===== config.mk =====
export PLATFORM = sky130hd
export DESIGN_NAME = serial_negator
export DESIGN_NICKNAME = d
export VERILOG_FILES = /design/src/rtl/serial_negator.sv
export SDC_FILE = /design/constraint.sdc
export NUM_CORES = 1
export LEC_CHECK = 0
export CORE_ASPECT_RATIO = 1.2
export CORE_MARGIN = 2
export CORE_UTILIZATION = 32
export DETAILED_ROUTE_END_ITERATION = 6
export PLACE_DENSITY = 0.57
export RECOVER_POWER = 100
export REMOVE_ABC_BUFFERS = 1
export SLEW_MARGIN = 25
export SYNTH_ARGS = -nofsm -noshare
export SYNTH_HDL_FRONTEND = slang
export SYNTH_SLANG_ARGS = --single-unit

===== constraint.sdc =====
create_clock -name clk -period 7.52 [get_ports clk]
set_clock_uncertainty 0.15 [all_clocks]
set_input_delay 1.504 -clock clk [delete_from_list [all_inputs] [get_ports clk]]
set_output_delay 1.504 -clock clk [all_outputs]
set_load 0.01 [all_outputs]

===== src/rtl/serial_negator.sv =====
// Serial LSB-first word processor: pass, two's-complement negate, or ones' complement.
//
// The negate path uses the classic serial rule: copy bits up to and including the first 1,
// then invert every bit after it. Each result bit is registered and appears one cycle after
// its input is accepted. A parallel copy of each completed word, plus an overflow flag for
// negating the most-negative value, is held until the next word completes.
//
// Ports:
//   clk        rising-edge clock
//   reset      asynchronous, active-high reset
//   sync_clr   synchronous realign/abort; discards the partial word, wins over in_valid
//   in_valid   in_bit is valid this cycle
//   in_bit     serial data, LSB first
//   mode       00 pass, 01 negate, 10 ones' complement, 11 pass (latched at bit 0 of a word)
//   out_valid  out_bit is valid this cycle
//   out_bit    serial result bit, LSB first
//   word_done  one-cycle pulse alongside the last result bit of a word
//   word_out   last completed result word, bit 0 = first result bit
//   overflow   last completed word was a negate of 2^(WIDTH-1)
//   bit_idx    index of the next input bit expected
module serial_negator #(
  parameter int unsigned WIDTH = 8,
  localparam int unsigned IdxW = (WIDTH > 1) ? $clog2(WIDTH) : 1
) (
  input  logic             clk,
  input  logic             reset,
  input  logic             sync_clr,
  input  logic             in_valid,
  input  logic             in_bit,
  input  logic [1:0]       mode,
  output logic             out_valid,
  output logic             out_bit,
  output logic             word_done,
  output logic [WIDTH-1:0] word_out,
  output logic             overflow,
  output logic [IdxW-1:0]  bit_idx
);

  typedef enum logic [0:0] {StSeek, StInvert} state_e;

  localparam logic [1:0] ModeNeg = 2'b01;
  localparam logic [1:0] ModeOnes = 2'b10;

  state_e           state_q, state_d;
  logic [IdxW-1:0]  bit_idx_q, bit_idx_d;
  logic [1:0]       mode_q, mode_d;
  logic [WIDTH-1:0] shreg_q, shreg_d;
  logic [WIDTH-1:0] word_out_q, word_out_d;
  logic             zeros_q, zeros_d;
  logic             overflow_q, overflow_d;
  logic             out_valid_q, out_valid_d;
  logic             out_bit_q, out_bit_d;
  logic             word_done_q, word_done_d;

  logic             accept;
  logic             first;
  logic             last;
  logic [1:0]       eff_mode;
  logic             res_bit;

  assign accept   = in_valid & ~sync_clr;
  assign first    = (bit_idx_q == '0);
  assign last     = (bit_idx_q == IdxW'(WIDTH - 1));
  // Bit 0 uses the live mode input since that is the cycle in which it gets latched.
  assign eff_mode = first ? mode : mode_q;

  always_comb begin
    res_bit = in_bit;
    case (eff_mode)
      ModeNeg:  res_bit = (state_q == StSeek) ? in_bit : ~in_bit;
      ModeOnes: res_bit = ~in_bit;
      default:  res_bit = in_bit;
    endcase
  end

  always_comb begin
    state_d     = state_q;
    bit_idx_d   = bit_idx_q;
    mode_d      = mode_q;
    shreg_d     = shreg_q;
    word_out_d  = word_out_q;
    zeros_d     = zeros_q;
    overflow_d  = overflow_q;
    out_valid_d = 1'b0;
    out_bit_d   = 1'b0;
    word_done_d = 1'b0;

    if (sync_clr) begin
      state_d   = StSeek;
      bit_idx_d = '0;
      shreg_d   = '0;
      zeros_d   = 1'b0;
    end else if (in_valid) begin
      out_valid_d = 1'b1;
      out_bit_d   = res_bit;
      if (first) begin
        mode_d = mode;
      end
      // zeros_q tracks whether every bit before the current one was 0.
      zeros_d = first ? ~in_bit : (zeros_q & ~in_bit);

      if (last) begin
        state_d     = StSeek;
        bit_idx_d   = '0;
        shreg_d     = '0;
        word_done_d = 1'b1;
        word_out_d  = {res_bit, shreg_q[WIDTH-1:1]};
        overflow_d  = (eff_mode == ModeNeg) && zeros_q && in_bit;
      end else begin
        bit_idx_d = bit_idx_q + IdxW'(1);
        shreg_d   = {res_bit, shreg_q[WIDTH-1:1]};
        if (eff_mode == ModeNeg && (state_q == StInvert || in_bit)) begin
          state_d = StInvert;
        end else begin
          state_d = StSeek;
        end
      end
    end
  end

  always_ff @(posedge clk or posedge reset) begin
    if (reset) begin
      state_q     <= StSeek;
      bit_idx_q   <= '0;
      mode_q      <= 2'b00;
      shreg_q     <= '0;
      word_out_q  <= '0;
      zeros_q     <= 1'b0;
      overflow_q  <= 1'b0;
      out_valid_q <= 1'b0;
      out_bit_q   <= 1'b0;
      word_done_q <= 1'b0;
    end else begin
      state_q     <= state_d;
      bit_idx_q   <= bit_idx_d;
      mode_q      <= mode_d;
      shreg_q     <= shreg_d;
      word_out_q  <= word_out_d;
      zeros_q     <= zeros_d;
      overflow_q  <= overflow_d;
      out_valid_q <= out_valid_d;
      out_bit_q   <= out_bit_d;
      word_done_q <= word_done_d;
    end
  end

  assign out_valid = out_valid_q;
  assign out_bit   = out_bit_q;
  assign word_done = word_done_q;
  assign word_out  = word_out_q;
  assign overflow  = overflow_q;
  assign bit_idx   = bit_idx_q;

endmodule


# Word-level counts from Yosys, hierarchy flattened
# Index checks and enable logic that the tools add are counted.
dict set report word_totals {
  ff_bits 27
  output_inout_bits 15
}
dict set report classes {
  addsub 1
  n_eq_ne 3
  muxes 23
  bitwise_logic 3
  reduce_logical 8
}
# operator count
set ops {}
lappend ops {{two-way mux 8 bit} 3}
lappend ops {{two-way mux 1 bit} 15}
lappend ops {{two-way mux 3 bit} 3}
lappend ops {{adder 3 x 1 -> 3 bit (second input constant)} 1}
lappend ops {{== test 3 bit (second input constant)} 1}
lappend ops {{logical AND 1 bit} 3}
lappend ops {{zero test 3 bit} 1}
lappend ops {{AND reduction 3 bit} 1}
lappend ops {{== test 2 x 1 -> 1 bit (second input constant)} 1}
lappend ops {{== test 2 bit (second input constant)} 1}
lappend ops {{two-way mux 2 bit} 1}
lappend ops {{inverter 1 bit} 2}
lappend ops {{one-hot mux 1 bit (2 select lines)} 1}
lappend ops {{AND reduction 2 bit} 1}
lappend ops {{nonzero test 2 bit} 1}
lappend ops {{AND 1 bit} 1}
lappend ops {{logical OR 1 bit} 1}

# Depth between registers and ports, before layout
dict set report logic_depth {
  word_depth 8
  mapped_depth 9
  mapped_depth_nobuf 9
}

# Worst setup path before layout
# No wires, ideal clock.
dict set report synth_timing {
  kind {input port to flip-flop}
  start {in mode[0]}
  end {reg shreg_q[7]}
  setup_time_ps 101
  t_arrival_ps 2713
  required_ps 7269
  path_slack_ps 4556
  path_stages 6
  n_path_buf 0
  path_cell_list {mux2i_1 inv_1 ha_1 nor2b_1 or4b_1 o32ai_1}
}
dict set report synth_via {
  elab_chain_cells 6
  elab_cells_between_ends 7
  classes_between {eq/ne: 2; mux: 5}
}
# item line
set synth_rtl {}
lappend synth_rtl {{start: declaration} 30} ;# input logic [1:0] mode,
lappend synth_rtl {{two-way mux 2 bit *} n/a}
lappend synth_rtl {{named net eff_mode[0]} 58} ;# logic [1:0] eff_mode;
lappend synth_rtl {{== test 2 bit / == test 2 x 1 -> 1 bit (equally long branches)} 69} ;# case (eff_mode)
lappend synth_rtl {{one-hot mux 1 bit (2 select lines) *} 69}
lappend synth_rtl {{two-way mux 8 bit *} 102} ;# if (last) begin
lappend synth_rtl {{two-way mux 8 bit *} 93} ;# end else if (in_valid) begin
lappend synth_rtl {{two-way mux 8 bit *} 88} ;# if (sync_clr) begin
lappend synth_rtl {{end signal: assignment} 137} ;# shreg_q <= shreg_d;
lappend synth_rtl {{end: declaration} 47} ;# logic [WIDTH-1:0] shreg_q, shreg_d;
# The timed path passes the listed nets; every way through them passes the cells marked *. The select of a mux whose other input is x is not followed.
# A chain may end at the register's enable or synchronous reset.

# Worst setup path after layout
dict set report layout_timing {
  start {in in_valid}
  end {reg word_out_q[2], in the netlist word_out[2]}
}
dict set report layout_via {
  elab_chain_cells 1
}
# item line
set layout_rtl {}
lappend layout_rtl {{start: declaration} 28} ;# input logic in_valid,
lappend layout_rtl {{AND reduction 3 bit (no line)} n/a}
lappend layout_rtl {{end signal: assignment} 138} ;# word_out_q <= word_out_d;
lappend layout_rtl {{end: declaration} 48} ;# logic [WIDTH-1:0] word_out_q, word_out_d;
# Every way passes these cells.

==> impl_metrics.json <==
{
  "cts_root_buf": "clkbuf_8",
  "rows": 24,
  "power.switching_uw": 65.5,
  "cts_setup_buffers": 0,
  "setup_viol": 0,
  "syn_inst": 103,
  "die_x_um": 59.7,
  "antennaDiodeCount": 0,
  "max-vdd-ir-drop_uv": 56.4,
  "finalHoldViolCount": 0,
  "endpoint_kind": "flip-flop",
  "antenna_found_initial": 0,
  "tns_ns": 0,
  "run_status": "complete, no violations",
  "cts_tree": "done",
  "critPathMaxStageDelay_ns": 1.05,
  "hp-class": "reg -> reg",
  "layout_common_cells": "dfrtp_1 (26), dlygate4sd3_1 (18), inv_1 (10)",
  "syn_avg_cell_area_um2": 11.6,
  "syn_area_mm2": 0.00119,
  "syn_to_final_growth_pct": 23.0,
  "cts.path.max_buffers": 2,
  "cts_hold_buf": 0,
  "seq_power_share": 0.545,
  "cp.arrival_ns": 3.61,
  "via_per_inst": 4.88,
  "final-instance-count-excl-fill": 163,
  "grt_setup_unrepaired": "false",
  "total_power_uw": 273,
  "swShare": 0.240,
  "cts_sinks": 26,
  "crit_type": "in -> reg",
  "period_needed_ns": 3.60,
  "route.detailed.drc": 0,
  "dieArea_mm2": 0.00422,
  "core_mm2": 0.00360,
  "vias": 795,
  "cap_viol_max_count": 0,
  "io_pins": 22,
  "dp_cells": 159,
  "synth_edf_count": 0,
  "fin_crit_sh": 0.479,
  "grt_max_degree": 27,
  "required_ns": 7.53,
  "intPower_uw": 208,
  "overflow": 0,
  "drive_gt1_frac": 0.0565,
  "cpMaxStageDelayCell": "dlygate4sd3_1",
  "track_usage": 0.114,
  "p_comb_frac": 0.128,
  "drt_pass1_iterations": 4,
  "async_flop_share": 1.00,
  "finalMaxSlewViolations": 0,
  "crit_chain": "dlygate4sd3_1 -> nand3b_1 -> mux2_1",
  "grt_pass1_vias": 816,
  "yosysSeqAreaShare": 0.547,
  "start_util": 0.330,
  "final_common_cell": "dfrtp_1",
  "clockPowerShare": 0.327,
  "grt_pass1_wl_um": 3640,
  "slew_headroom": 0.341,
  "cp-start-kind": "input port",
  "cts_max_level": 1,
  "gp_congestion": 0.681,
  "holdWs_ns": 0.330,
  "worst-path-max-fanout": 23,
  "die_height_um": 70.8,
  "powerDensity_mw_per_mm2": 187,
  "p_leak_nw": 0.737,
  "nets": 138,
  "synth_ff_type": "dfrtp_1",
  "post_drt_wl_per_cell_um": 12.7,
  "ys_seq_elements": 26,
  "yosys_warnings": 0,
  "clk_pin_slew_worst_paths_ns": 0.09,
  "cts_buffers": 3,
  "cts_resized": 0,
  "insertion_delay_ns": 0.27,
  "drtIter0Drc": 36,
  "worst_pin_slew_ns": 0.987,
  "post-dp-hpwl_um": 1430,
  "totalWireLength_um": 2070,
  "yosysUniqueCellTypes": 24,
  "ant_nets": 0,
  "io_buffers": 21,
  "max_freq_mhz": 278
}
==> worst paths after layout <==
check	start	endpoint	slack, ns	cells past startpoint
max	in_valid	word_out[2]	3.92	3
min	word_out[6]	word_out[6]	0.33	2
max reg2reg	bit_idx[0]	shreg_q[7]	4.91	9
min reg2reg	word_out[6]	word_out[6]	0.33	2
max in group asynchronous	reset	shreg_q[2]	4.88	2
min in group asynchronous	reset	word_done	1.75	2
==> cells in the mapped netlist (2+ instances only) <==
library cell,instances,area (um2)
nand2_1,6,22.5
mux2_4,3,45.0
nand3b_1,6,45.0
mux2_2,3,33.8
o32ai_1,2,17.5
o21ai_0,4,20.0
a21oi_1,7,35.0
ha_1,6,75.1
mux2i_1,5,50.1
buf_2,2,10.0
nor2b_1,3,18.8
dfrtp_1,26,651
nand2b_1,7,43.8
inv_1,10,37.5
nor2_1,4,15.0
==> final cells by class <==
type                    instances  area (um2)
clock buffers                   4        55.1
inverters                      10        37.5
well taps                      39        48.8
multi-input cells              63         462
repair buffers                 21         210
flip-flops and latches         26         651
fillers                       363        2140
==> power groups by stage <==
stage                     Combinational (mW)  Sequential, mW  Clock (mW)
after global routing                  0.0403           0.150      0.0968
after CTS                             0.0372           0.149      0.0939
final                                 0.0351           0.149      0.0894
after floorplan                       0.0210           0.152           0
after detailed placement              0.0369           0.152           0
after global placement                0.0361           0.151           0
==> worst max-delay path: cells and delay by family <==
family                 cells  cell delay [ns]
buffers and inverters      1             1.05
AND/OR/NAND/NOR            1             0.57
multiplexers               1             0.48
==> state kept, by name, summed over array words and instances (netlist names) <==
name	cells
mode_q	2
out_bit	1
word_out	8
state_q	1
out_valid	1
bit_idx	3
word_done	1
zeros_q	1
shreg_q	7
overflow	1
==> kinds of logic after synthesis <==
logic type / after synthesis / synth area share
AND/OR/NAND/NOR: 30 / 0.148
flip-flops: 26 / 0.547
AO/OA/AOI/OAI: 16 / 0.0810
buffers and inverters: 14 / 0.0526
multiplexers: 11 / 0.108
adder cells (fa/ha/maj): 6 / 0.0631
==> per-layer routing <==
layer | wire [um] | vias up | GRT usage
li1 | - | 392 | -
met2 | 1010 | 21 | 0.186
met5 | 0 | - | 0
met4 | 65 | 0 | 0.0741
met3 | 79 | 5 | 0.0146
met1 | 915 | 377 | 0.137
==> stage by stage <==
step	instance area (um2)	worst slack [ns]	utilization
3_5_place_dp	1420	3.88	0.395
2_1_floorplan	1160	4.56	-
3_3_place_gp	1420	3.91	0.395
5_1_grt	1460	3.68	0.406
6_report	1460	3.92	0.406
4_1_cts	1480	4.16	0.410
No activity file was read; power rests on OpenSTA's default activity.
